<file path="config.mk">
export PLATFORM = sky130hd
export DESIGN_NAME = prefetch_queue
export DESIGN_NICKNAME = d
export VERILOG_FILES = /design/src/rtl/prefetch_queue.sv
export SDC_FILE = /design/constraint.sdc
export NUM_CORES = 1
export LEC_CHECK = 0
export ABC_AREA = 0
export CAP_MARGIN = 20
export CORE_ASPECT_RATIO = 0.7
export CORE_MARGIN = 2
export CORE_UTILIZATION = 55
export CTS_CLUSTER_SIZE = 12
export DETAILED_ROUTE_END_ITERATION = 12
export PLACE_DENSITY_LB_ADDON = 0.3
export SLEW_MARGIN = 30
export SYNTH_ARGS = -nofsm -noshare
export SYNTH_HDL_FRONTEND = slang
export SYNTH_SLANG_ARGS = --single-unit
</file>
<file path="constraint.sdc">
create_clock -name clk -period 10.8 [get_ports clk]
set_clock_uncertainty 0.15 [all_clocks]
set_input_delay 1.62 -clock clk [delete_from_list [all_inputs] [get_ports clk]]
set_output_delay 1.62 -clock clk [all_outputs]
set_load 0.005 [all_outputs]
</file>
<file path="src/rtl/prefetch_queue.sv">
// Instruction prefetch queue: a circular byte buffer filled from instruction memory
// FETCH_BYTES at a time, presenting a window of up to MAX_INST_BYTES bytes to translate.
module prefetch_queue #(
    parameter int          FETCH_BYTES    = 1,
    parameter int          DEPTH          = 16,
    parameter int          MAX_INST_BYTES = 6,
    parameter int          NUM_REDIRECT   = 3,
    parameter logic [31:0] RESET_PC       = 32'h0
) (
    input  logic                                   clk,
    input  logic                                   reset,
    output logic [31:0]                            instmem_addr,
    input  logic [8*FETCH_BYTES-1:0]               instmem_dataout,
    input  logic [NUM_REDIRECT-1:0]                redirect_valid,
    input  logic [32*NUM_REDIRECT-1:0]             redirect_pc,
    input  logic [NUM_REDIRECT-1:0]                redirect_mode,
    input  logic                                   consume,
    input  logic [$clog2(MAX_INST_BYTES+1)-1:0]    consume_len,
    output logic [8*MAX_INST_BYTES-1:0]            out_bytes,
    output logic [$clog2(MAX_INST_BYTES+1)-1:0]    out_count,
    output logic [31:0]                            out_pc,
    output logic                                   out_mode,
    output logic                                   consume_err
);

    localparam int PTR_W = $clog2(DEPTH);
    localparam int CNT_W = $clog2(DEPTH + 1);
    localparam int LEN_W = $clog2(MAX_INST_BYTES + 1);

    logic [7:0]       buf_mem_reg [DEPTH];
    logic [PTR_W-1:0] rd_ptr_reg, rd_ptr_next;
    logic [PTR_W-1:0] wr_ptr_reg, wr_ptr_next;
    logic [CNT_W-1:0] count_reg, count_next;
    logic [31:0]      fetch_pc_reg, fetch_pc_next;
    logic [31:0]      head_pc_reg, head_pc_next;
    logic             mode_reg, mode_next;

    logic             redir_any;
    logic [31:0]      redir_pc_win;
    logic             redir_mode_win;
    logic [CNT_W-1:0] free_space;
    logic             fill;
    logic             len_ok;
    logic             consume_legal;

    // Later channels overwrite earlier ones, so the highest valid index wins.
    always_comb begin
        redir_any      = 1'b0;
        redir_pc_win   = 32'h0;
        redir_mode_win = 1'b0;
        for (int i = 0; i < NUM_REDIRECT; i++) begin
            if (redirect_valid[i]) begin
                redir_any      = 1'b1;
                redir_pc_win   = redirect_pc[32*i +: 32];
                redir_mode_win = redirect_mode[i];
            end
        end
    end

    // Fill decision uses occupancy before this cycle's consume, so space freed
    // by a consume is only reused on the following cycle.
    assign free_space = CNT_W'(DEPTH) - count_reg;
    assign fill       = !redir_any && (free_space >= CNT_W'(FETCH_BYTES));

    assign len_ok        = (consume_len != '0) && (consume_len <= out_count);
    assign consume_legal = consume && !redir_any && len_ok;
    assign consume_err   = consume && !redir_any && !len_ok;

    always_comb begin
        rd_ptr_next   = rd_ptr_reg;
        wr_ptr_next   = wr_ptr_reg;
        count_next    = count_reg;
        fetch_pc_next = fetch_pc_reg;
        head_pc_next  = head_pc_reg;
        mode_next     = mode_reg;
        if (redir_any) begin
            rd_ptr_next   = '0;
            wr_ptr_next   = '0;
            count_next    = '0;
            fetch_pc_next = redir_pc_win;
            head_pc_next  = redir_pc_win;
            mode_next     = redir_mode_win;
        end else begin
            if (consume_legal) begin
                rd_ptr_next  = rd_ptr_reg + PTR_W'(consume_len);
                head_pc_next = head_pc_reg + 32'(consume_len);
            end
            if (fill) begin
                wr_ptr_next   = wr_ptr_reg + PTR_W'(FETCH_BYTES);
                fetch_pc_next = fetch_pc_reg + 32'(FETCH_BYTES);
            end
            count_next = count_reg
                       - (consume_legal ? CNT_W'(consume_len) : CNT_W'(0))
                       + (fill ? CNT_W'(FETCH_BYTES) : CNT_W'(0));
        end
    end

    always_ff @(posedge clk or posedge reset) begin
        if (reset) begin
            rd_ptr_reg   <= '0;
            wr_ptr_reg   <= '0;
            count_reg    <= '0;
            fetch_pc_reg <= RESET_PC;
            head_pc_reg  <= RESET_PC;
            mode_reg     <= 1'b0;
        end else begin
            rd_ptr_reg   <= rd_ptr_next;
            wr_ptr_reg   <= wr_ptr_next;
            count_reg    <= count_next;
            fetch_pc_reg <= fetch_pc_next;
            head_pc_reg  <= head_pc_next;
            mode_reg     <= mode_next;
        end
    end

    // Byte storage carries no reset; stale contents are masked by count.
    always_ff @(posedge clk) begin
        if (fill && !reset) begin
            for (int k = 0; k < FETCH_BYTES; k++) begin
                buf_mem_reg[wr_ptr_reg + PTR_W'(k)] <= instmem_dataout[8*k +: 8];
            end
        end
    end

    assign instmem_addr = fetch_pc_reg;
    assign out_pc       = head_pc_reg;
    assign out_mode     = mode_reg;
    assign out_count    = (count_reg >= CNT_W'(MAX_INST_BYTES)) ? LEN_W'(MAX_INST_BYTES)
                                                                : LEN_W'(count_reg);

    generate
        for (genvar gi = 0; gi < MAX_INST_BYTES; gi++) begin : g_window
            logic [PTR_W-1:0] win_idx;
            assign win_idx = rd_ptr_reg + PTR_W'(gi);
            assign out_bytes[8*gi +: 8] = (CNT_W'(gi) < count_reg) ? buf_mem_reg[win_idx] : 8'h00;
        end
    endgenerate

endmodule

</file>
==> results_dict.tcl <==
set metrics [dict create \
    grtUsageMet2 0.504 \
    clkLatencyLatePin_ns 0.52 \
    fillers 1764 \
    arrival_ns 4.76 \
    ys_seq_area_frac 0.399 \
    cts_tree "built" \
    clk_path_buf_depth 3 \
    slew_headroom 0.325 \
    layout-drive-gt1-share 0.182 \
    final-hold-violation-count 0 \
    grt_antenna_before_repair 0 \
    cp-start-kind "flip-flop" \
    grt_max_degree 68 \
    first_iter_violations 1775 \
    die_w_microns 198 \
    fp-row-count 49 \
    hold_buffers 0 \
    ant_nets 0 \
    numCtsBuffers 22 \
    maxCapViolCount 0 \
    core_sq_um 25800 \
    gp_congestion 1.01 \
    syn-num-nets 1305 \
    ys_types 72 \
    critical_path.max_stage_delay_ns 0.69 \
    synth_top_area_share 0.265 \
    worstHoldPathCells 2 \
    clkSinkCount 206 \
    setup_tns_ns 0 \
    fin_nets 1518 \
    grt.met1_usage 0.515 \
    cp.required_ns 9.03 \
    synth_edf_count 128 \
    dieHeight_microns 140 \
    drc 0 \
    critPathMaxFanout 64 \
    cts_resized 0 \
    report.final.slew_viol_count 0 \
    grt.busiest_layer "met1" \
    hp-class "reg -> reg" \
    floorplan.die_area_sq_um 27800 \
    grt_usage 0.351 \
    path_cells "buf_4, inv_1, ha_2, buf_4, mux4_2, mux4_2, and2b_1, clkdlybuf4s50_1" \
    setup_violations 0 \
    synthCells 1157 \
    rsz0062_at_grt "false" \
    synthTopCellsByArea "edfxtp_1 (26%), mux4_2 (24%), dfrtp_1 (13%), ha_1 (2.5%), a21oi_1 (1.8%)" \
    max_freq_mhz 153 \
    endpoint_kind "output pin" \
    vias 12311 \
    dp_hpwl_microns 34300 \
    grt-ovfl-total 0 \
    final_cell_mix "clkdlybuf4s50_1 (232), mux4_2 (154), edfxtp_1 (128), dfrtp_1 (76), nand2_1 (67)" \
    ir_worst_vdd_mv 0.136 \
    postSynthAreaPerCell_sq_um 12.6 \
    yosysWarnings 0 \
    grt_pass1_wl_microns 73200 \
    numPortBuffers 232 \
    outcome "finished, final reports clean" \
    area_growth_pct 23.5 \
    reg2reg_depth 19 \
    final_common_cell "clkdlybuf4s50_1" \
    use_met3 0.116 \
    worst_pin_slew_ns 1.01 \
    placed_area_sq_um 17200 \
    largest_reg_flops 128 \
    p_leak_nw 6.17 \
    crit_slowest_cell "buf_4" \
    synth.largest_area_cell "edfxtp_1" \
    cts_root_buf "clkbuf_16" \
    antenna_cells 0 \
    postCtsSetupBuffers 0 \
    critical_path_class "reg -> out" \
    ys_ff_latch 206 \
    drt-pass1-iter-count 6 \
    cts.clk_slew.worst_paths_ns 0.06 \
    cellPowerDensity_nw_per_um2 110 \
    ys_async_sr_fraction 0.379 \
    vias_per_cell 7.06 \
    final.min_clock_period_ns 6.53 \
    finalCritPeriodShare 0.605 \
    synth-main-ff-cell "edfxtp_1" \
    wl_microns 47900 \
    io_pins 233 \
    cts-htree-levels 1 \
    initial_utilization 0.563 \
    grt_pass1_vias 11982 \
    netlist_area_sq_um 14500 \
    fin_area_sq_um 18000 \
    post_drt_wl_per_cell_microns 27.5 \
]
[logic make-up after synthesis]
logic type | Yosys count | synth area share
DFF | 206 | 0.399
adders and majority gates | 32 | 0.0291
and+or+nand+nor | 317 | 0.120
muxes | 179 | 0.263
xor gates and xnor gates | 18 | 0.0124
AOI/OAI and AO/OA | 290 | 0.139
buffers and inverters | 115 | 0.0380
[synthesized netlist by cell type, types with 5 or more instances]
cell type  instances
dfrtp_1           78
buf_6              6
o211ai_1           6
mux4_2           154
and4_1             6
o21a_1            19
nor4_2             5
nand3b_1           7
nand3_1           25
a221o_1           11
a2bb2oi_1         15
mux2i_1           19
a22oi_1           15
a21oi_1           53
nor3_1            28
inv_1             30
and2b_1            8
buf_1              9
edfxtp_1         128
a21o_1             7
clkbuf_1          23
and2_1            23
a211oi_1          33
buf_4              8
mux4_1             6
nor2_1            35
a31oi_1           16
nand2_1           67
buf_2             36
nand2b_1           8
and3_1            14
nor2b_1           42
o31ai_1            5
xnor2_1            9
xor2_1             6
o22a_1            19
o21ai_0           48
nand4_1           32
ha_1              29
[routing by layer]
layer  part of all wire  up-vias
li1                   -     5157
met1               0.39     6111
met2               0.43      929
met3               0.14      114
met4              0.029        0
met5                  0        -
[through the flow]
stage | utilization | cells | setup slack (ns) | hold slack, ns | power (mW)
floorplan | - | 1157 | 5.78 | 0.370 | 1.07
global placement | 0.666 | 1703 | 4.89 | 0.367 | 1.23
detailed placement | 0.666 | 1703 | 4.82 | 0.373 | 1.24
CTS | 0.694 | 1743 | 4.28 | 0.383 | 1.97
global route | 0.695 | 1743 | 4.06 | 0.409 | 2.04
finish | 0.695 | 1743 | 4.27 | 0.385 | 1.98
[area by class of cell]
class	count	area [sq um]	area share
clock buffers	35	641	0.0357
clock inverters	5	58.8	0.00328
inverters	33	125	0.00697
multi-input cells	836	8260	0.460
flip-flops and latches	206	5800	0.323
well taps	357	447	0.0249
repair buffers	271	2620	0.146
[path summary, 6_finish.rpt]
path                                                start                      endpoint  slack (ns)
worst max-delay path            rd_ptr_reg[1]$_DFFE_PP0P_                 out_bytes[15]        4.27
worst min-delay path               out_pc[12]$_DFFE_PP0P_        out_pc[12]$_DFFE_PP0P_        0.38
worst max register to register     count_reg[3]$_DFF_PP0_        count_reg[4]$_DFF_PP0_        5.95
worst min register to register     out_pc[12]$_DFFE_PP0P_        out_pc[12]$_DFFE_PP0P_        0.38
max in group asynchronous                           reset     rd_ptr_reg[0]$_DFFE_PP0P_        8.28
min in group asynchronous                           reset  instmem_addr[25]$_DFFE_PP0P_        1.25
[worst max-delay path: cells and delay by family (launching register included)]
family	cells	cell delay, ns
adders and majority gates	1	0.37
muxes	2	1.14
and+or+nand+nor	1	0.18
buffers and inverters	4	1.90
DFF	1	0.62
[where the power goes]
part / switching (mW) / internal, mW
Sequential: 0.0489 / 0.869
Combinational: 0.142 / 0.170
Clock: 0.316 / 0.431
Total: 0.507 / 1.47
(Power assumes the default switching activity.)
